`config.mk`:
```
export PLATFORM = sky130hd
export DESIGN_NAME = pipe_generator
export DESIGN_NICKNAME = d
export VERILOG_FILES = /design/src/rtl/game_pkg.sv /design/src/rtl/lfsr8.sv /design/src/rtl/pipe_generator.sv
export SDC_FILE = /design/constraint.sdc
export NUM_CORES = 1
export LEC_CHECK = 0
export CAP_MARGIN = 20
export CORE_MARGIN = 2
export CORE_UTILIZATION = 50
export CTS_CLUSTER_SIZE = 25
export DETAILED_ROUTE_END_ITERATION = 12
export PLACE_DENSITY_LB_ADDON = 0.2
export SLEW_MARGIN = 20
export SYNTH_ARGS = -nofsm -noshare
export SYNTH_HDL_FRONTEND = slang
export SYNTH_SLANG_ARGS = --single-unit
```
`constraint.sdc`:
```
create_clock -name clock -period 2.21 [get_ports clock]
set_clock_uncertainty 0.15 [all_clocks]
set_input_delay 0.221 -clock clock [delete_from_list [all_inputs] [get_ports clock]]
set_output_delay 0.221 -clock clock [all_outputs]
set_load 0.1 [all_outputs]
```
`src/rtl/game_pkg.sv`:
```
// rtl/game_pkg.sv - shared types and gap derivation for the pipe field
package game_pkg;

  typedef enum logic [1:0] {IDLE, RUN, OVER} state_t;

  localparam int FIELD_COLS = 16;
  localparam int GAP_ROWS   = 8;

  typedef logic [3:0] col_t;
  typedef logic [2:0] gap_t;

  typedef struct packed {
    gap_t height;
    gap_t size;
  } gap_pair_t;

  // Height is clamped so the whole gap always fits inside the GAP_ROWS rows.
  function automatic gap_pair_t gap_from_lfsr(input logic [7:0] l, input int min_size);
    logic [3:0] size4;
    logic [3:0] limit;
    logic [3:0] h4;
    gap_pair_t  g;
    size4    = 4'(min_size) + {2'b00, l[4:3]};
    limit    = 4'(GAP_ROWS) - size4;
    h4       = {1'b0, l[2:0]};
    if (h4 > limit) h4 = limit;
    g.height = h4[2:0];
    g.size   = size4[2:0];
    return g;
  endfunction

endpackage

```
`src/rtl/lfsr8.sv`:
```
// rtl/lfsr8.sv - free-running 8-bit Fibonacci LFSR, taps 8,6,5,4
module lfsr8 #(
  parameter logic [7:0] SEED = 8'hA5
) (
  input  logic       clock,
  input  logic       reset,
  output logic [7:0] q
);

  // Maximal-length taps: a non-zero seed can never reach the all-zero lock-up state.
  always_ff @(posedge clock or negedge reset) begin
    if (!reset) begin
      q <= SEED;
    end else begin
      q <= {q[6:0], q[7] ^ q[5] ^ q[4] ^ q[3]};
    end
  end

endmodule

```
`src/rtl/pipe_generator.sv`:
```
// rtl/pipe_generator.sv - scrolls two pipes across the field and assigns random gaps
module pipe_generator
  import game_pkg::*;
#(
  parameter int         TICK_DIV   = 25_000_000,
  parameter int         START_COL1 = 15,
  parameter int         START_COL2 = 7,
  parameter int         MIN_SIZE   = 2,
  parameter logic [7:0] LFSR_SEED  = 8'hA5
) (
  input  logic       clock,
  input  logic       reset,
  input  logic       start,
  input  logic       game_over,
  output logic [3:0] pipe1,
  output logic [3:0] pipe2,
  output logic [2:0] height1,
  output logic [2:0] height2,
  output logic [2:0] size1,
  output logic [2:0] size2,
  output logic       move_strobe,
  output logic       running
);

  localparam int CNT_W = (TICK_DIV > 1) ? $clog2(TICK_DIV) : 1;
  localparam logic [CNT_W-1:0] CNT_LAST = CNT_W'(TICK_DIV - 1);
  localparam col_t START1 = 4'(START_COL1);
  localparam col_t START2 = 4'(START_COL2);

  state_t            state;
  logic [CNT_W-1:0]  tick_cnt;
  logic [7:0]        lfsr_q;
  gap_pair_t         new_gap;

  lfsr8 #(.SEED(LFSR_SEED)) u_lfsr (
    .clock (clock),
    .reset (reset),
    .q     (lfsr_q)
  );

  assign new_gap = gap_from_lfsr(lfsr_q, MIN_SIZE);

  always_ff @(posedge clock or negedge reset) begin
    if (!reset) begin
      state       <= IDLE;
      tick_cnt    <= '0;
      pipe1       <= START1;
      pipe2       <= START2;
      height1     <= 3'd2;
      height2     <= 3'd2;
      size1       <= 3'd4;
      size2       <= 3'd4;
      move_strobe <= 1'b0;
      running     <= 1'b0;
    end else begin
      move_strobe <= 1'b0;
      case (state)
        IDLE: begin
          if (start) begin
            state    <= RUN;
            running  <= 1'b1;
            tick_cnt <= '0;
          end
        end
        RUN: begin
          // game_over takes priority over a coinciding tick
          if (game_over) begin
            state   <= OVER;
            running <= 1'b0;
          end else if (tick_cnt == CNT_LAST) begin
            tick_cnt    <= '0;
            move_strobe <= 1'b1;
            pipe1       <= pipe1 - 4'd1;
            pipe2       <= pipe2 - 4'd1;
            if (pipe1 == 4'd0) begin
              height1 <= new_gap.height;
              size1   <= new_gap.size;
            end
            if (pipe2 == 4'd0) begin
              height2 <= new_gap.height;
              size2   <= new_gap.size;
            end
          end else begin
            tick_cnt <= tick_cnt + 1'b1;
          end
        end
        OVER: begin
          if (start) begin
            state    <= RUN;
            running  <= 1'b1;
            tick_cnt <= '0;
            pipe1    <= START1;
            pipe2    <= START2;
            height1  <= new_gap.height;
            size1    <= new_gap.size;
            height2  <= new_gap.height;
            size2    <= new_gap.size;
          end
        end
        default: begin
          state   <= IDLE;
          running <= 1'b0;
        end
      endcase
    end
  end

endmodule

```
==> results of run 1 <==
-- what timing repair did --
item                       4_1_cts  5_1_grt
hold buffers                     1        0
resized for setup                4        7
setup endpoints to repair       13       20
gates cloned                     0        0
pin swaps                        1        0
setup buffers                    3        3
hold endpoints to repair        31        0
-- stage by stage --
step | hold slack, ns | worst slack (ns) | total power (uW)
after floorplan | -0.225 | -0.112 | 1810
after global placement | 0.00408 | -0.0940 | 2050
after detailed placement | 0.00959 | -0.156 | 2070
after CTS | 0.168 | -0.134 | 3080
after global routing | 0.200 | -0.183 | 3210
final | 0.159 | -0.127 | 3070
-- worst max path at each step --
| stage | start | endpoint | slack, ns |
|---|---|---|---|
| after floorplan | tick_cnt[7]$_DFFE_PN0P_ | height1[0]$_DFFE_PN0P_ | -0.11 |
| after detailed placement | tick_cnt[7]$_DFFE_PN0P_ | height1[1]$_DFFE_PN1P_ | -0.16 |
| after CTS | tick_cnt[7]$_DFFE_PN0P_ | height2[1]$_DFFE_PN1P_ | -0.13 |
| after global placement | tick_cnt[7]$_DFFE_PN0P_ | size1[0]$_DFFE_PN0P_ | -0.09 |
| final | tick_cnt[7]$_DFFE_PN0P_ | height2[1]$_DFFE_PN1P_ | -0.13 |
| after global routing | tick_cnt[7]$_DFFE_PN0P_ | height2[0]$_DFFE_PN0P_ | -0.18 |
-- registers in the layout, indices dropped and copies added, names as in the netlist --
name	count
pipe1	4
size1	3
height2	3
move_strobe	1
size2	3
running	1
pipe2	4
height1	3
u_lfsr.q	8
state	2
tick_cnt	25
-- final cells by class --
class / count / area (um2) / area share, %
repair buffers: 62 / 510 / 13.8
clock inverters: 3 / 40.0 / 1.08
clock buffers: 13 / 159 / 4.28
multi-input cells: 207 / 1410 / 37.9
flip-flops and latches: 57 / 1450 / 38.9
well taps: 72 / 90.1 / 2.43
inverters: 16 / 60.1 / 1.62
-- kinds of logic after synthesis --
family / count (synthesis) / synth area share (%)
adder cells (fa/ha/maj): 9 / 3.88
buffers and inverters: 26 / 3.40
flip-flops: 57 / 49.7
multiplexers: 19 / 7.15
AO/OA/AOI/OAI: 73 / 16.1
XOR/XNOR: 3 / 0.905
AND/OR/NAND/NOR: 103 / 18.9
-- synth_stat cells, types with 2 or more instances --
cell type	number	share of area [%]
inv_1	16	2.1
nand2b_1	4	0.86
mux2i_1	5	1.7
nand3_1	17	2.9
mux2_2	12	4.7
o21ai_0	10	1.7
a21oi_1	24	4.1
a21oi_4	2	1.1
dfstp_2	15	14
nor3_1	7	1.2
or3_1	3	0.65
mux2_1	2	0.78
xnor2_1	2	0.60
ha_1	9	3.9
o22a_1	3	0.90
clkbuf_1	9	1.2
o22ai_1	3	0.65
and3_1	7	1.5
nand2_1	33	4.3
nor4_1	3	0.65
a41oi_1	7	2.1
nor2_1	15	1.9
dfrtp_1	42	36
a31oi_1	20	4.3
-- per-layer routing --
layer | vias to the layer above | wire length [um] | track usage (%)
li1 | 1189 | - | -
met1 | 1193 | 3130 | 32.0
met2 | 109 | 3490 | 38.9
met3 | 16 | 470 | 6.18
met4 | 0 | 149 | 10.0
met5 | - | 0 | 0
-- power by group --
| group | switching [uW] | leakage, uW | internal (uW) |
|---|---|---|---|
| Combinational | 593 | 0.000895 | 241 |
| Clock | 425 | 0.000103 | 579 |
| Sequential | 87.5 | 0.000721 | 1150 |
| Total | 1110 | 0.00172 | 1970 |
==> summary.txt, run 1 <==
Outcome
  – Status: finished with violations
  – Failing checks: negative setup slack

Place
  – Detailed placer's ending HPWL: 4760 um
  – Post-DP Area: 3420 um2
  – Placed Cells: 407
  – PortBufs: 25
  – RePlAce Congestion: 0.843

Critical path
  – CP Buf/Inv Count: 0
  – Worst path required time: 2.34 ns
  – Critical Path AT: 2.47 ns
  – CP Capture Type: flop
  – Flop2flop setup slack: -0.13 ns
  – Worst path max stage delay: 0.54 ns
  – RR Endpoint: height2[1]$_DFFE_PN1P_
  – Crit path max fanout: 6
  – CP max stage cell: or4b_4
  – Crit path depth: 5
  – Startpoint Class: flop
  – R2r startpoint: tick_cnt[7]$_DFFE_PN0P_
  – Critical path type: reg2reg
  – CP Cell Sequence: or4b_4, nor4_4, nand4_4, a21oi_4, mux2_2
  – Worst R2R Path Depth: 5
  – CP top delay family: simple AND/OR/NAND/NOR gates

Timing
  – Max-slew headroom: 64.7%
  – Final worst slack: -0.127 ns
  – Final setup TNS: -1.38 ns
  – RSZ-0062 raised after global routing: true
  – Tightest Pin Transition: 0.525 ns
  – Pins Over Slew Limit: 0
  – Endpoints failing setup: 20
  – Min Tclk post-route: 2.34 ns
  – Tcrit/Tclk final: 106%
  – Max frequency: 428 MHz
  – Count of final hold-check violations: 0

Yosys
  – Asr flop ratio synth: 100%
  – Number of flops mapped to enable cells by yosys: 0
  – Average size of a mapped cell: 10.0 um2
  – #FFs+latches synth: 57
  – Number of synthesis warnings: 0
  – Post-synth top flop: dfrtp_1
  – Netlist cell types: 44
  – Sequential fraction of the synthesis area: 49.7%
  – Post-synthesis instance total: 290
  – Mapped cell area: 2910 um2
  – Syn nets: 303

Global routing
  – Pin count of the biggest net entering global routing: 25
  – GR Overflow Total: 0
  – GRT Util Overall: 24.5%
  – Initial antenna violation count: 0
  – First-pass GRT wire length: 11800 um
  – Vias in the first global route: 2390

Layout
  – Most common cell after layout, fill and taps aside: buf_4
  – Most frequent cells in the layout: 52 x buf_4, 42 x dfrtp_1, 32 x nand2_1
  – Design Area, Final: 3710 um2
  – Area delta synth->final: 27.8%
  – Fillers: 444
  – Number of diodes: 0
  – Share of layout cells above drive strength 1: 31.0%
  – Final #Nets: 366
  – Layout Utilization: 66.6%
  – Fin cells: 430

Floorplan
  – Die Y: 80.2 um
  – I/O pins: 26
  – Die X-Extent: 80.2 um
  – Placement Rows: 27
  – Die Footprint: 6440 um2
  – Starting density of the core: 52.1%
  – Core area: 5570 um2

Clock tree
  – Clock Latency Late Sink: 0.35 ns
  – H-tree depth: 3
  – Clk sinks: 57
  – Root Driver: clkbuf_8
  – TritonCTS clock tree: built
  – Total CTS buffers: 9
  – Clk pin slew, worst setup/hold paths: 0.07 ns
  – CTS Buffer Depth: 2

Worst hold path
  – Hold/Removal Path Class: in2async

Route
  – Detailed Routing Iterations Pass 1: 5
  – DR vias: 2507
  – Drt total wl: 7240 um
  – Via-per-instance ratio: 5.83
  – Wire per inst: 16.8 um
  – Final ANT Viol Nets: 0
  – DRC: 0
  – DRC marker count from the first detailed-route iteration: 161

Job
  – Max_cap viols: 0

Pwr
  – Leak pwr: 0.00172 uW
  – Power per cell area: 828 nW/um2
  – Peak supply drop: 563 uV
Power figures use the tool's default switching activity.
==> run 2: changes to the inputs <==
--- a/config.mk
+++ b/config.mk
@@ -5,11 +5,12 @@
 export SDC_FILE = /design/constraint.sdc
 export NUM_CORES = 1
 export LEC_CHECK = 0
+export ABC_AREA = 1
 export CAP_MARGIN = 20
-export CORE_MARGIN = 2
 export CORE_UTILIZATION = 50
 export CTS_CLUSTER_SIZE = 25
 export DETAILED_ROUTE_END_ITERATION = 12
+export GPL_TIMING_DRIVEN = 0
 export PLACE_DENSITY_LB_ADDON = 0.2
 export SLEW_MARGIN = 20
 export SYNTH_ARGS = -nofsm -noshare
==> run 2 against run 1 <==
  * The run now ends clean
  * Sequential share of layout area is 0.24 points lower
  * Non-clock buffer count is 29 lower
  * Sequential power rose by 7%
  * Combinational power up 82%
  * Hold slack better by 0.041 ns
  * Critical path depth is 4 lower
  * Power up 32%
  * Register-to-register slack improved by 0.30 ns
  * Global-route usage is 3.1 points lower
  * Fmax rose by 9.9%
  * Sequential cell count unchanged
  * Critical endpoint is now pipe1[2]
  * Largest cell class is now multi-input gates
  * Largest power group is now combinational cells
==> summary.txt, run 2 <==
Clock tree
  – H-tree depth: 3 (unchanged)
  – Post-CTS Setup Bufs: 0 (-3)
  – Clk pin slew, worst setup/hold paths: 0.07 ns (about the same)
  – Total CTS buffers: 9 (unchanged)
  – TritonCTS clock tree: built
  – CTS Buffer Depth: 2 (unchanged)
  – Clock Latency Late Sink: 0.33 ns (-0.02 ns)
  – Clk sinks: 57 (unchanged)
  – Root Driver: clkbuf_8

Layout
  – Final #Nets: 428 (+17%)
  – Fin cells: 495 (+15%)
  – Most frequent cells in the layout: 102 x nand2_1, 47 x nor2_1, 41 x dfrtp_1
  – Largest register by flop count: tick_cnt
  – Largest regs: tick_cnt: 25 flops, u_lfsr.q: 8 flops
  – Most common cell after layout, fill and taps aside: nand2_1
  – Layout Utilization: 62.4% (-4.2 points)
  – Number of diodes: 0 (unchanged)
  – Max reg flops: 25 (unchanged)
  – Area delta synth->final: 19.1%
  – Share of layout cells above drive strength 1: 18.6% (-12 points)

Place
  – RePlAce Congestion: 0.878 (+4.1%)
  – Placed Cells: 478 (+17%)
  – PortBufs: 25 (unchanged)
  – Detailed placer's ending HPWL: 4490 um (-5.7%)

Yosys
  – Mapped cell area: 3140 um2 (+8.0%)
  – Synth area leader: dfrtp_1
  – Post-synth top cells: 102 x nand2_1, 48 x nor2_1, 42 x dfrtp_1, 38 x inv_1, 27 x nand3_1
  – Count leader, synth: nand2_1
  – Yosys top cell area share: 33.5% (-2.7 points)
  – Syn nets: 391 (+29%)
  – Number of synthesis warnings: 0 (unchanged)
  – #FFs+latches synth: 57 (unchanged)
  – Number of flops mapped to enable cells by yosys: 0 (unchanged)
  – Post-synth top flop: dfrtp_1
  – Average size of a mapped cell: 8.30 um2 (-17%)
  – Netlist cell types: 32 (-27%)
  – Sequential fraction of the synthesis area: 46.1% (-3.7 points)
  – Post-synthesis instance total: 378 (+30%)
  – Area contributors post-synth: dfrtp_1 33%, dfstp_2 13%, nand2_1 12%
  – Asr flop ratio synth: 100% (unchanged)

Critical path
  – CP max stage cell: dlygate4sd2_1
  – Crit path max fanout: 4 (-2)
  – Startpoint Class: flop
  – CP top delay family: buffers and inverters
  – Worst path max stage delay: 0.86 ns (+0.32 ns)
  – Critical Path AT: 1.76 ns (-0.71 ns)
  – CP Capture Type: output pin
  – Worst path required time: 1.84 ns (-0.50 ns)
  – Critical path type: reg2out
  – CP Cell Sequence: dlygate4sd2_1
  – CP Buf/Inv Count: 1 (+1)

Route
  – DR vias: 2492 (-0.60%)
  – DRC: 0 (unchanged)
  – Drt total wl: 6270 um (-13%)
  – DRC marker count from the first detailed-route iteration: 204 (+27%)
  – Final ANT Viol Nets: 0 (unchanged)
  – Wire per inst: 12.7 um (-25%)
  – Via-per-instance ratio: 5.03 (-14%)
  – Detailed Routing Iterations Pass 1: 4 (-1)

Timing
  – Tcrit/Tclk final: 96.3% (-9.5 points)
  – Min Tclk post-route: 2.13 ns (-0.210 ns)
  – Pins Over Slew Limit: 0 (unchanged)
  – Max frequency: 470 MHz (+9.9%)
  – Endpoints failing setup: 0 (-100%)
  – RSZ-0062 raised after global routing: false
  – Final setup TNS: 0 ns (+1.38 ns)
  – Count of final hold-check violations: 0 (unchanged)
  – Tightest Pin Transition: 0.965 ns (+0.440 ns)
  – Max-slew headroom: 35.5% (-29 points)

Floorplan
  – Core area: 5990 um2 (+7.5%)
  – I/O pins: 26 (unchanged)
  – Die X-Extent: 81.2 um (+1.2%)
  – Starting density of the core: 52.4% (+0.26 points)
  – Die Footprint: 6600 um2 (+2.5%)
  – Placement Rows: 28 (+3.7%)
  – Die Y: 81.2 um (+1.2%)

Pwr
  – Peak supply drop: 1160 uV (+110%)
  – Power per cell area: 1090 nW/um2 (+31%)
  – Clock Power Share: 30.1% (-2.6 points)
  – Overall power: 4070 uW (+32%)
  – Leak pwr: 0.00188 uW (+9.2%)
  – Comb pwr share: 37.3% (+10 points)
  – Switching Share: 41.5% (+5.5 points)
  – Flop pwr share: 32.6% (-7.6 points)
  – Switching power: 1690 uW (+52%)
  – Internal: 2380 uW (+21%)

Global routing
  – Pin count of the biggest net entering global routing: 58 (+130%)
  – Vias in the first global route: 2317 (-3.1%)
  – Initial antenna violation count: 0 (unchanged)
  – First-pass GRT wire length: 10500 um (-11%)
  – GR Overflow Total: 0 (unchanged)
  – GRT Util Overall: 21.4% (-3.1 points)

Job
  – Max_cap viols: 0 (unchanged)

Worst hold path
  – Hold/Removal Path Class: reg2reg

Outcome
  – Status: finished clean
[run 2: stage by stage]
stage	worst slack, ns	instance area (um2)	hold slack [ns]
2_1_floorplan	0.228	3140	-0.225
3_3_place_gp	-1.00	3480	0.186
4_1_cts	0.00156	3720	0.206
5_1_grt	0.00534	3740	0.217
6_report	0.0828	3740	0.200
3_5_place_dp	0.0117	3480	0.177
[run 2: final cells by class]
cell class | instances | area [um2]
Inverter | 41 | 154
Timing Repair Buffer | 26 | 245
Multi-Input combinational cell | 273 | 1480
Fill cell | 509 | 2250
Sequential cell | 57 | 1450
Clock inverter | 4 | 98.8
Clock buffer | 12 | 155
Buffer | 7 | 65.1
Tap cell | 75 | 93.8
[run 2: cell families after synthesis]
| family | after synthesis | share of synthesized area [%] |
|---|---|---|
| adders and majority gates | 9 | 3.59 |
| DFF | 57 | 46.1 |
| and+or+nand+nor | 205 | 29.7 |
| buffers and inverters | 48 | 6.98 |
| AOI/OAI and AO/OA | 46 | 10.0 |
| xor gates and xnor gates | 13 | 3.63 |
[run 2: path summary, 6_finish.rpt]
| check | startpoint | end | slack (ns) | cells past startpoint |
|---|---|---|---|---|
| worst min-delay path | u_lfsr.q[6]$_DFF_PN0_ | u_lfsr.q[7]$_DFF_PN1_ | 0.20 | 0 |
| worst min register to register | u_lfsr.q[6]$_DFF_PN0_ | u_lfsr.q[7]$_DFF_PN1_ | 0.20 | 0 |
| min in group asynchronous | reset | tick_cnt[3]$_DFFE_PN0P_ | 0.34 | 2 |
| worst max-delay path | pipe1[2]$_DFFE_PN1P_ | pipe1[2] | 0.08 | 1 |
| max in group asynchronous | reset | u_lfsr.q[4]$_DFF_PN0_ | 1.09 | 2 |
| worst max register to register | tick_cnt[0]$_DFFE_PN0P_ | tick_cnt[15]$_DFFE_PN0P_ | 0.17 | 10 |
[run 2: power by group through the flow]
stage               registers (uW)  logic [uW]  clock network (uW)
floorplan                     2040         573                   0
global placement              1340        1580                   0
detailed placement            1350        1590                   0
CTS                           1330        1530                1250
global route                  1350        1640                1300
finish                        1330        1520                1220
[run 2: layer usage]
layer / global-route usage (%) / wire (um) / up-vias
met5: 0 / 0 / -
met2: 31.8 / 2820 / 53
met4: 9.11 / 57 / 0
li1: - / - / 1278
met3: 6.07 / 271 / 4
met1: 29.1 / 3120 / 1157
[run 2: repair_timing]
| item | in CTS | in global routing |
|---|---|---|
| hold endpoints to repair | 42 | 0 |
| gates cloned | 0 | 0 |
| setup endpoints to repair | 20 | 16 |
| resized for setup | 19 | 7 |
| hold buffers | 1 | 0 |
